**src/rtl/program_loader_encoder.sv**
```systemverilog
// Field-level RV32I instruction encoder feeding an acknowledged instruction-memory
// write port; words land at consecutive addresses starting at BASE_ADDR.
module program_loader_encoder #(
  parameter int          ADDR_WIDTH = 8,
  parameter logic [31:0] BASE_ADDR  = 32'h0040_0000
) (
  input  logic                  clk,
  input  logic                  reset,
  input  logic                  start_i,
  input  logic                  req_valid_i,
  output logic                  req_ready_o,
  input  logic [2:0]            req_class_i,
  input  logic [2:0]            funct3_i,
  input  logic [6:0]            funct7_i,
  input  logic [4:0]            rd_i,
  input  logic [4:0]            rs1_i,
  input  logic [4:0]            rs2_i,
  input  logic [31:0]           imm_i,
  input  logic                  req_last_i,
  output logic                  mem_we_o,
  output logic [31:0]           mem_addr_o,
  output logic [31:0]           mem_wdata_o,
  input  logic                  mem_ack_i,
  output logic [ADDR_WIDTH:0]   count_o,
  output logic                  full_o,
  output logic                  err_o,
  output logic                  done_o
);

  localparam logic [2:0] C_R = 3'b000, C_I = 3'b001, C_LUI = 3'b010, C_JALR = 3'b011,
                         C_B = 3'b100, C_LW = 3'b101, C_SW = 3'b110, C_JAL = 3'b111;
  localparam logic [ADDR_WIDTH:0] FULL_CNT = {1'b1, {ADDR_WIDTH{1'b0}}};

  typedef struct packed {
    logic [2:0]  cls;
    logic [2:0]  f3;
    logic [6:0]  f7;
    logic [4:0]  rd;
    logic [4:0]  rs1;
    logic [4:0]  rs2;
    logic [31:0] imm;
    logic        last;
  } req_t;

  typedef enum logic [2:0] {S_IDLE, S_ACCEPT, S_ENCODE, S_WRITE, S_DONE} state_t;

  state_t               state, next_state;
  req_t                 req_q;
  logic [ADDR_WIDTH:0]  count_q;
  logic                 err_q;
  logic                 accept, misaligned, full;

  function automatic logic [31:0] encode(input req_t r);
    logic [31:0] w;
    case (r.cls)
      C_R:    w = {r.f7, r.rs2, r.rs1, r.f3, r.rd, 7'h33};
      // Shift-immediates carry funct7 in the upper bits and a 5-bit shamt
      C_I:    w = (r.f3[1:0] == 2'b01) ? {r.f7, r.imm[4:0], r.rs1, r.f3, r.rd, 7'h13}
                                       : {r.imm[11:0], r.rs1, r.f3, r.rd, 7'h13};
      C_LUI:  w = {r.imm[31:12], r.rd, 7'h37};
      C_JALR: w = {r.imm[11:0], r.rs1, 3'b000, r.rd, 7'h67};
      C_B:    w = {r.imm[12], r.imm[10:5], r.rs2, r.rs1, r.f3, r.imm[4:1], r.imm[11], 7'h63};
      C_LW:   w = {r.imm[11:0], r.rs1, 3'b010, r.rd, 7'h03};
      C_SW:   w = {r.imm[11:5], r.rs2, r.rs1, 3'b010, r.imm[4:0], 7'h23};
      default: w = {r.imm[20], r.imm[10:1], r.imm[11], r.imm[19:12], r.rd, 7'h6F};
    endcase
    return w;
  endfunction

  assign full        = (count_q == FULL_CNT);
  assign accept      = (state == S_ACCEPT) && req_valid_i && !full;
  // Branch/jump targets must be halfword aligned; those requests are dropped
  assign misaligned  = ((req_q.cls == C_B) || (req_q.cls == C_JAL)) && req_q.imm[0];

  assign req_ready_o = (state == S_ACCEPT) && !full;
  assign mem_we_o    = (state == S_WRITE);
  assign done_o      = (state == S_DONE);
  assign count_o     = count_q;
  assign full_o      = full;
  assign err_o       = err_q;

  always_comb begin
    next_state = state;
    case (state)
      S_IDLE:   if (start_i) next_state = S_ACCEPT;
      S_ACCEPT: if (accept) next_state = S_ENCODE;
      S_ENCODE: if (misaligned) next_state = req_q.last ? S_DONE : S_ACCEPT;
                else next_state = S_WRITE;
      S_WRITE:  if (mem_ack_i) next_state = req_q.last ? S_DONE : S_ACCEPT;
      S_DONE:   next_state = S_IDLE;
      default:  next_state = S_IDLE;
    endcase
  end

  always_ff @(posedge clk or negedge reset) begin
    if (!reset) begin
      state       <= S_IDLE;
      req_q       <= '0;
      count_q     <= '0;
      err_q       <= 1'b0;
      mem_addr_o  <= '0;
      mem_wdata_o <= '0;
    end else begin
      state <= next_state;
      if (state == S_IDLE && start_i) begin
        count_q <= '0;
        err_q   <= 1'b0;
      end
      if (accept)
        req_q <= '{cls: req_class_i, f3: funct3_i, f7: funct7_i, rd: rd_i, rs1: rs1_i,
                   rs2: rs2_i, imm: imm_i, last: req_last_i};
      if (state == S_ENCODE) begin
        if (misaligned) err_q <= 1'b1;
        else begin
          mem_wdata_o <= encode(req_q);
          mem_addr_o  <= BASE_ADDR + {{(29-ADDR_WIDTH){1'b0}}, count_q, 2'b00};
        end
      end
      if (state == S_WRITE && mem_ack_i) count_q <= count_q + 1'b1;
    end
  end

endmodule
```
**config.mk**
```make
export PLATFORM = sky130hd
export DESIGN_NAME = program_loader_encoder
export DESIGN_NICKNAME = d
export VERILOG_FILES = /design/src/rtl/program_loader_encoder.sv
export SDC_FILE = /design/constraint.sdc
export NUM_CORES = 1
export LEC_CHECK = 0
export BUFFER_PORTS_ARGS = -buffer_cell sky130_fd_sc_hd__buf_2
export CAP_MARGIN = 20
export CORE_UTILIZATION = 55
export CTS_CLUSTER_SIZE = 25
export DETAILED_ROUTE_END_ITERATION = 8
export PLACE_DENSITY = 0.85
export SETUP_SLACK_MARGIN = 0.4
export SLEW_MARGIN = 20
export SYNTH_ARGS = -nofsm -noshare
export SYNTH_HDL_FRONTEND = slang
export SYNTH_SLANG_ARGS = --single-unit
```
**constraint.sdc**
```tcl
create_clock -name clk -period 3.05 [get_ports clk]
set_input_delay 0.305 -clock clk [delete_from_list [all_inputs] [get_ports clk]]
set_output_delay 0.305 -clock clk [all_outputs]
set_load 0.01 [all_outputs]
```
# == Yosys cells after proc, flatten, opt, wreduce, memory -nomap -nowiden ==
# Cells that the tools add are included.
# totals
regBits,138
input_bits,66
latch_bits,0
memories,0
romBits,0
ramBits,0
# classes
shifts,0
order_cmp,0
multipliers,0
n_bitwise,1
n_eq_ne,16
div,0
n_reduce_logical,13
n_addsub,2
muxes,13
# op_table
operator,count
$pmux W32 S7,1
$mux W32,1
$add A23 B11 Y24 const A,1
$mux W9,2
$eq A3 B3 Y1 const B,5
$mux W3,5
$eq A3 B2 Y1 const B,4
$pmux W3 S4,1
$add A9 B1 Y9 const B,1
$eq A9 B9 Y1 const B,1
$eq A3 B1 Y1 const B,2
$logic_and A1 B1 Y1,6
$logic_not A3 Y1,2
$ne A2 B2 Y1 const B,2
$mux W1,3
$reduce_and A3 Y1,1
$eq A2 B1 Y1 const B,1
$ne A2 B1 Y1 const B,1
$reduce_and A2 Y1,1
$reduce_bool A2 Y1,1
$logic_not A1 Y1,1
$logic_or A1 B1 Y1,1
$not A1 Y1,1

# == Depth between registers and ports, before layout ==
# Gate-level depths: netlist of run 1.
# logic_depth
word_depth,5
ltp_mapped,6

# == Least setup slack after synthesis of run 1 ==
# No wires, ideal clock.
# synth_path
kind,reg2reg
startpoint,reg count_q[5] (netlist: count_o[5])
endpoint,reg req_q[0] in the netlist's numbering
setup_ns,0.125
path_stages_with_launch,6
n_path_buf,1
path_slack_ns,1.257
t_arrival_ns,1.668
path_cell_list,dfrtp_1 -> nor4_2 -> nand4_2 -> nand4_4 -> buf_12 -> mux2_4
# synth_via
elab_chain_len,3
# synth_rtl
element,line,text
start: declaration,49,logic [ADDR_WIDTH:0] count_q;
start signal: assignment,119,if (state == S_WRITE && mem_ack_i) count_q <= count_q + 1'b1;
$eq A9 B9 Y1,70,assign full = (count_q == FULL_CNT);
$logic_not A1 Y1,71,assign accept = (state == S_ACCEPT) && req_valid_i && !full;
$logic_and A1 B1 Y1,71,
end signal: assignment,110,"req_q <= '{cls: req_class_i, f3: funct3_i, f7: funct7_i, rd: rd_i, rs1: rs1_i,"
end: declaration,48,req_t req_q;
# No other way between the ends.
# A chain may end at the register's enable or synchronous reset.

# == Final worst setup path of run 1 ==
# layout_path
startpoint,reg state[0]
endpoint,reg mem_wdata_o[28]
# layout_via
elab_chain_len,2
# layout_rtl
element,line,text
start: declaration,47,"state_t state, next_state;"
start signal: assignment,104,state <= next_state;
$eq A3 B2 Y1,112,if (state == S_ENCODE) begin
$reduce_and A2 Y1 (no line),n/a,
end signal: assignment,115,mem_wdata_o <= encode(req_q);
end: declaration,22,"output logic [31:0] mem_wdata_o,"
# No other way between the ends.

==> impl_results.md, run 1 <==
* Worst VDD drop at 0.487 mV
* Row Count at 36
* Syn avg cell area at 12.3 um2
* Synth warn at 0
* Worst slew pin tran at about 1.1 ns
* Setup TNS at 0 ns
* DRC at 0
* Critical path arrival at 2.77 ns
* Kind of critical path: flop to flop
* Slew headroom at 0.253
* Post-synth ARST share at 1.00
* I/O Pins at 144
* Antenna diodes at 0
* CTS Sinks at between 100 and 150
* Final Slew Violations at 0
* CTS tree: yes
* Port Buffers at ~120
* Final setup vio count at 0
* Die area at 0.0104 mm2
* Initial antenna violation count at 0
* Final period util at 0.773
* GRT Total Usage at 0.251
* Largest net degree at the start of global routing at between 60 and 70
* Clk root buf: clkbuf_8
* Worst setup EP type: flop
* Final estimated routing congestion in global placement at approximately 0.86
* Area of the core at 0.00973 mm2
* Number of CTS-inserted buffers at 17
* Type of origin of the critical path: flop
* Worst min path class: input port to flop
* Power density cells at ~1100 mW/mm2
* Routed Antenna Nets at 0
* Min Clock Period, post-route at between 2 and 2.5 ns
* CP max FO at 23
* Yosys reg bits at 114
* Syn Inst Count at about 450
* Share of layout cells above drive strength 1 at 0.394
* Via count at between 3,000 and 4,000
* DRT Pass-1 Iters at 5
* Clock latency on the worst-skew pair at slightly above 0.5 ns
* Fin. Hold Viols at 0
* Setup repair after global routing missed its margin: no
* Number of max-cap violations at 0
* Synthesized area at around 0.0055 mm2
* CTS max path bufs at 2
* WL per Instance at 17.3 um
* Fmax at roughly 420 MHz
* Nets at 634
* Clk_skew at ~0.010 ns
* Die width at just over 100 um
* CP required at 3.47 ns
* Final wirelength at ~12,000 um
* Number of global-route vias before repair at about 3,800
* Iteration-0 DRC count of the detailed router at 320
* # fillers at 700
* Congestion Overflow GR at 0
* Area Growth Syn to Fin at 22.0%
* Hpwl dp at between 8000 and 9000 um
* Vert. Die Dim at a little over 100 um
* Via/cell ratio at around 5.4
* Initial core utilization at 0.564
* Hold slack final at 0.0204 ns
* Outcome: completed
* Reg clk slew, reported paths at roughly 0.060 ns
* Synth cell types at 52
* Post-synthesis sequential area ratio at 0.520
* H-tree depth at 4
* Setup Buffers After CTS at 0
* Post-synth EDFFs at 0
* First-pass GRT wire length at between 15,000 and 20,000 um
* Leakage at ~3.4 nW
* Ys flop type: dfrtp_1
## cells in the final DEF, fill, tap and decap left out, drive strengths merged, types with 2 or more instances in the layout
cell type / instances
a21oi: 6
a221oi: 2
a22o: 2
a22oi: 7
a31oi: 2
and2: 2
and3: 5
buf: 126
bufinv: 5
clkbuf: 20
clkinv: 6
conb: 22
dfrtp: 114
ha: 2
inv: 6
mux2: 65
mux2i: 15
nand2: 62
nand2b: 7
nand3: 8
nand3b: 2
nand4: 5
nand4b: 2
nor2: 14
nor2b: 5
nor3b: 3
o211ai: 8
o21a: 2
o21ai: 32
o21bai: 2
o31ai: 4
xor2: 2
## layer usage
layer | wire length (um) | up-vias | GRT usage
met5 | 0 | - | 0
met4 | 355 | 0 | 0.126
met3 | 863 | 31 | 0.0684
met2 | 6030 | 178 | 0.410
met1 | 5060 | 1894 | 0.310
li1 | - | 1771 | -
## timing repair
item                      CTS  global route
hold endpoints to repair   56             0
resized for setup           0             0
hold buffers                1             0
## power by group
group	internal, W	total [W]	switching [W]
registers	0.00218	0.00271	0.000534
clock network	0.00144	0.00210	0.000661
logic	0.00145	0.00278	0.00133
total	0.00507	0.00759	0.00252
## logic make-up after synthesis
family                   count (synthesis)  share of synthesized area
other                                    1                   0.000684
buffers and inverters                   54                     0.0739
AO/OA/AOI/OAI                           74                     0.0863
AND/OR/NAND/NOR                        119                      0.108
flip-flops                             114                      0.520
multiplexers                            80                      0.201
XOR/XNOR                                 2                    0.00320
adder cells (fa/ha/maj)                  3                    0.00639
## flip-flops by register name (all words and copies together) (netlist names)
signal / cells
count_o: 9
err_o: 1
mem_addr_o: 9
mem_wdata_o: 31
req_q: 61
state: 3
## worst max-delay path, cell delays in order (launching register included)
cell      delay [ns]
dfrtp_1         0.52
nor3b_1         0.56
o21a_2          0.59
nand2_1         0.32
o211ai_1        0.27
## per-stage QoR
step	cells	instance area, um2	utilization	total power (W)	setup slack (ns)
final	711	6690	0.687	0.00759	0.692
after CTS	710	6660	0.684	0.00757	0.631
after global placement	678	6020	0.619	0.00526	0.850
after floorplan	468	5560	-	0.00474	1.26
after global routing	711	6690	0.687	0.00800	0.573
after detailed placement	678	6020	0.619	0.00540	0.719
## cells in the mapped netlist, drive strengths merged, types with 5 or more instances
library cell / count / share of area
mux2i: 15 / 0.027
nor2: 14 / 0.010
dfrtp: 114 / 0.52
a22oi: 7 / 0.0096
a21oi: 6 / 0.0055
nor2b: 5 / 0.0057
and3: 5 / 0.0059
inv: 6 / 0.0041
nand2b: 7 / 0.0080
o21ai: 32 / 0.029
nand3: 8 / 0.0073
clkbuf: 7 / 0.0048
o211ai: 8 / 0.011
mux2: 65 / 0.17
nand2: 62 / 0.042
buf: 41 / 0.065
nand4: 5 / 0.0096
## worst paths after layout
check | cells past startpoint | slack (ns) | to | from
worst max-delay path | 4 | 0.69 | mem_wdata_o[28]$_DFFE_PN0P_ | state[0]$_DFFE_PN0P_
worst min-delay path | 2 | 0.02 | req_q[39]$_DFFE_PN0P_ | rs1_i[1]
worst max register to register | 4 | 0.69 | mem_wdata_o[28]$_DFFE_PN0P_ | state[0]$_DFFE_PN0P_
worst min register to register | 2 | 0.47 | mem_addr_o[5]$_DFFE_PN0P_ | mem_addr_o[5]$_DFFE_PN0P_
max in group asynchronous | 3 | 1.87 | req_q[12]$_DFFE_PN0P_ | reset
min in group asynchronous | 2 | 0.42 | state[0]$_DFFE_PN0P_ | reset
## area by class of cell
| type | count | area, um2 | area share |
|---|---|---|---|
| clock buffer | 20 | 445 | 0.0666 |
| multi-input combinational | 300 | 2310 | 0.346 |
| clock inverter | 11 | 184 | 0.0275 |
| sequential | 114 | 2850 | 0.427 |
| tap | 133 | 166 | 0.0249 |
| inverter | 6 | 22.5 | 0.00337 |
| timing repair buffer | 127 | 701 | 0.105 |
Note: power is estimated with default switching activity, not from simulation.
==> run 2: changes to the inputs <==
Settings changed: CORE_UTILIZATION 55 to 53, PLACE_DENSITY 0.85 to 0.82.
Clock period 3.05 ns to 2.3 ns, I/O delays scaled along.
==> impl_results.md, run 2 (synthesis gave the netlist of run 1 again) <==
* Vert. Die Dim at 104 um (was 102 um)
* Number of max-cap violations at 0 (unchanged)
* Clk_skew at 0.0149 ns (was 0.0100 ns)
* Fmax at 516 MHz (was 424 MHz)
* Routed Antenna Nets at 0 (unchanged)
* Hold slack final at 0.0821 ns (was 0.0204 ns)
* Reg clk slew, reported paths at 0.06 ns (about the same)
* Most frequent cells in the layout: buf_2, dfrtp_1, nand2_1, dlygate4sd3_1, mux2_4 (was buf_2, dfrtp_1, nand2_1)
* Die area at 0.0108 mm2 (was 0.0104 mm2)
* Clock latency on the worst-skew pair at 0.53 ns (was 0.51 ns)
* Antenna diodes at 0 (unchanged)
* Worst slew pin tran at 0.682 ns (was 1.11 ns)
* Final worst slack at 0.363 ns (was 0.692 ns)
* Initial antenna violation count at 0 (unchanged)
* Hpwl dp at 8700 um (was 8100 um)
* Critical Path Max Stage Delay at 0.38 ns (was 0.59 ns)
* Setup TNS at 0 ns (unchanged)
* First-pass GRT wire length at 23,700 um (was 19,300 um)
* CP required at 2.70 ns (was 3.47 ns)
* Final wirelength at 16,200 um (was 12,300 um)
* H-tree depth at 4 (unchanged)
* Type of origin of the critical path: flop (unchanged)
* Via/cell ratio at 5.63 (was 5.45)
* Final period util at 0.842 (was 0.773)
* Port Buffers at 121 (unchanged)
* Hold Startpoint: mem_ack_i (was rs1_i[1])
* WL per Instance at 20.3 um (was 17.3 um)
* Via count at 4,487 (was 3,874)
* Switching power at 0.00387 W (was 0.00252 W)
* Congestion Overflow GR at 0 (unchanged)
* Worst min path class: input port to flop (unchanged)
* Worst R2R Path Depth at 7 (was 4)
* Worst setup EP type: flop (unchanged)
* CTS tree: yes (unchanged)
* Final estimated routing congestion in global placement at 0.851 (was 0.862)
* Critical path arrival at 2.34 ns (was 2.77 ns)
* Nets at 719 (was 634)
* Most flops, register: req_q (unchanged)
* Number of CTS-inserted buffers at 17 (unchanged)
* DRT Pass-1 Iters at 6 (was 5)
* DRC at 0 (unchanged)
* CTS Sinks at 114 (unchanged)
* Leading cell type in the layout, fill and taps excluded: buf_2 (unchanged)
* Fin. Hold Viols at 0 (unchanged)
* Die width at 104 um (was 102 um)
* FF-to-FF Start: count_o[5]$_DFFE_PN0P_ (was state[0]$_DFFE_PN0P_)
* I/O Pins at 144 (unchanged)
* Kind of critical path: flop to flop (unchanged)
* CTS max path bufs at 2 (unchanged)
* Switching Share at 0.356 (was 0.332)
* Largest registers: req_q x61, mem_wdata_o x31 (unchanged)
* R2r endpoint: req_q[41]$_DFFE_PN0P_ (was mem_wdata_o[28]$_DFFE_PN0P_)
* Critical Path Slowest Stage Cell: dfrtp_1 (was o21a_2)
* # fillers at 597 (was 700)
* Leakage at 3.87 nW (was 3.44 nW)
* Max reg flops at 61 (unchanged)
* Area of the multi-input gates at 0.00232 mm2 (was 0.00231 mm2)
* Internal reg-to-reg setup slack at 0.36 ns (was 0.69 ns)
* Flop pwr share at 0.334 (was 0.357)
* Power density cells at 1430 mW/mm2 (was 1140 mW/mm2)
* Outcome: completed (unchanged)
* Dpl ws at 0.304 ns (was 0.719 ns)
* Clk root buf: clkbuf_8 (unchanged)
* Setup repair after global routing missed its margin: yes (was no)
* Worst VDD drop at 0.780 mV (was 0.487 mV)
* Internal Dissipation at 0.00700 W (was 0.00507 W)
* Cell breakdown of the critical path: nor4_2 > nand4_2 > buf_4 > nand4_4 > buf_12 > buf_4 > mux2_2 (was nor3b_1 > o21a_2 > nand2_1 > o211ai_1)
* Row Count at 36 (unchanged)
* Cell mode on critical path: buf_4
* Iteration-0 DRC count of the detailed router at 360 (was 320)
* Worst Hold Endpoint: state[1]$_DFFE_PN0P_ (was req_q[39]$_DFFE_PN0P_)
* Final Slew Violations at 0 (unchanged)
* Utilization after layout at 0.769 (was 0.687)
* Hold Path Depth at 4 (was 2)
* GRT Total Usage at 0.287 (was 0.251)
* CP max FO at 5 (was 23)
* Initial core utilization at 0.553 (was 0.564)
* Area of the core at 0.00991 mm2 (was 0.00973 mm2)
* Clock group share of total power at 0.259 (was 0.277)
* Min Clock Period, post-route at 1.94 ns (was 2.36 ns)
* Register area at 0.00285 mm2 (about the same)
* Largest net degree at the start of global routing at 53 (was 63)
* Slew headroom at 0.545 (was 0.253)
* Final setup vio count at 0 (unchanged)
* Share of layout cells above drive strength 1 at 0.384 (was 0.394)
* Number of global-route vias before repair at 4,520 (was 3,833)
* Area Growth Syn to Fin at 39.0% (was 22.0%)
* Comb power frac at 0.407 (was 0.366)
## run 2: cell count changes in the layout (fill, tap and decap cells not counted), sizes merged
cell / delta
buf: +20
bufinv: -1
clkbuf: +2
dlygate4sd3: +61
clkinvlp: +1
inv: +3
## run 2: cell type report
| cell class | count | share of cell area |
|---|---|---|
| clock inverters | 14 | 0.0266 |
| multi-input cells | 300 | 0.305 |
| repair buffers | 212 | 0.213 |
| clock buffers | 18 | 0.0562 |
| inverters | 6 | 0.00296 |
| flip-flops and latches | 114 | 0.375 |
| well taps | 133 | 0.0218 |
## run 2: worst max-delay path: cells and delay by family (launching register included)
family | cells | cell delay [ns]
buffers and inverters | 3 | 0.51
multiplexers | 1 | 0.33
AND/OR/NAND/NOR | 3 | 0.59
flip-flops | 1 | 0.38
## run 2: what timing repair did
item	in CTS	in global routing
hold endpoints to repair	100	0
hold buffers	62	0
cloned	0	6
pin swaps	3	2
setup buffers	6	1
gates resized for setup	2	5
endpoints found under the setup margin	59	71
## run 2: how the worst max path moves through the flow
stage,from,end,cells after the start
2_1_floorplan,count_o[5]$_DFFE_PN0P_,req_q[0]$_DFFE_PN0P_,5
3_3_place_gp,count_o[5]$_DFFE_PN0P_,req_q[27]$_DFFE_PN0P_,5
3_5_place_dp,count_o[5]$_DFFE_PN0P_,req_q[4]$_DFFE_PN0P_,5
4_1_cts,count_o[3]$_DFFE_PN0P_,full_o,5
5_1_grt,state[0]$_DFFE_PN0P_,mem_wdata_o[28]$_DFFE_PN0P_,4
6_report,count_o[5]$_DFFE_PN0P_,req_q[41]$_DFFE_PN0P_,7
## run 2: routing by layer
layer	GRT usage	share of wire	up-vias	wire, um
li1	-	-	1938	-
met1	0.344	0.38	2204	6200
met2	0.482	0.51	278	8260
met3	0.0824	0.071	67	1160
met4	0.129	0.036	0	583
met5	0	0	-	0
## run 2: power by group through the flow
stage	logic (W)	clock network (W)	registers, W
CTS	0.00399	0.00280	0.00354
floorplan	0.00283	0	0.00345
finish	0.00442	0.00282	0.00363
detailed placement	0.00383	0	0.00354
global placement	0.00367	0	0.00348
global route	0.00469	0.00292	0.00370
## run 2: through the flow
step / instances / power [W] / area, um2
finish: 797 / 0.0109 / 7620
global route: 797 / 0.0113 / 7620
CTS: 790 / 0.0103 / 7450
detailed placement: 690 / 0.00737 / 6150
global placement: 690 / 0.00715 / 6150
floorplan: 468 / 0.00628 / 5560
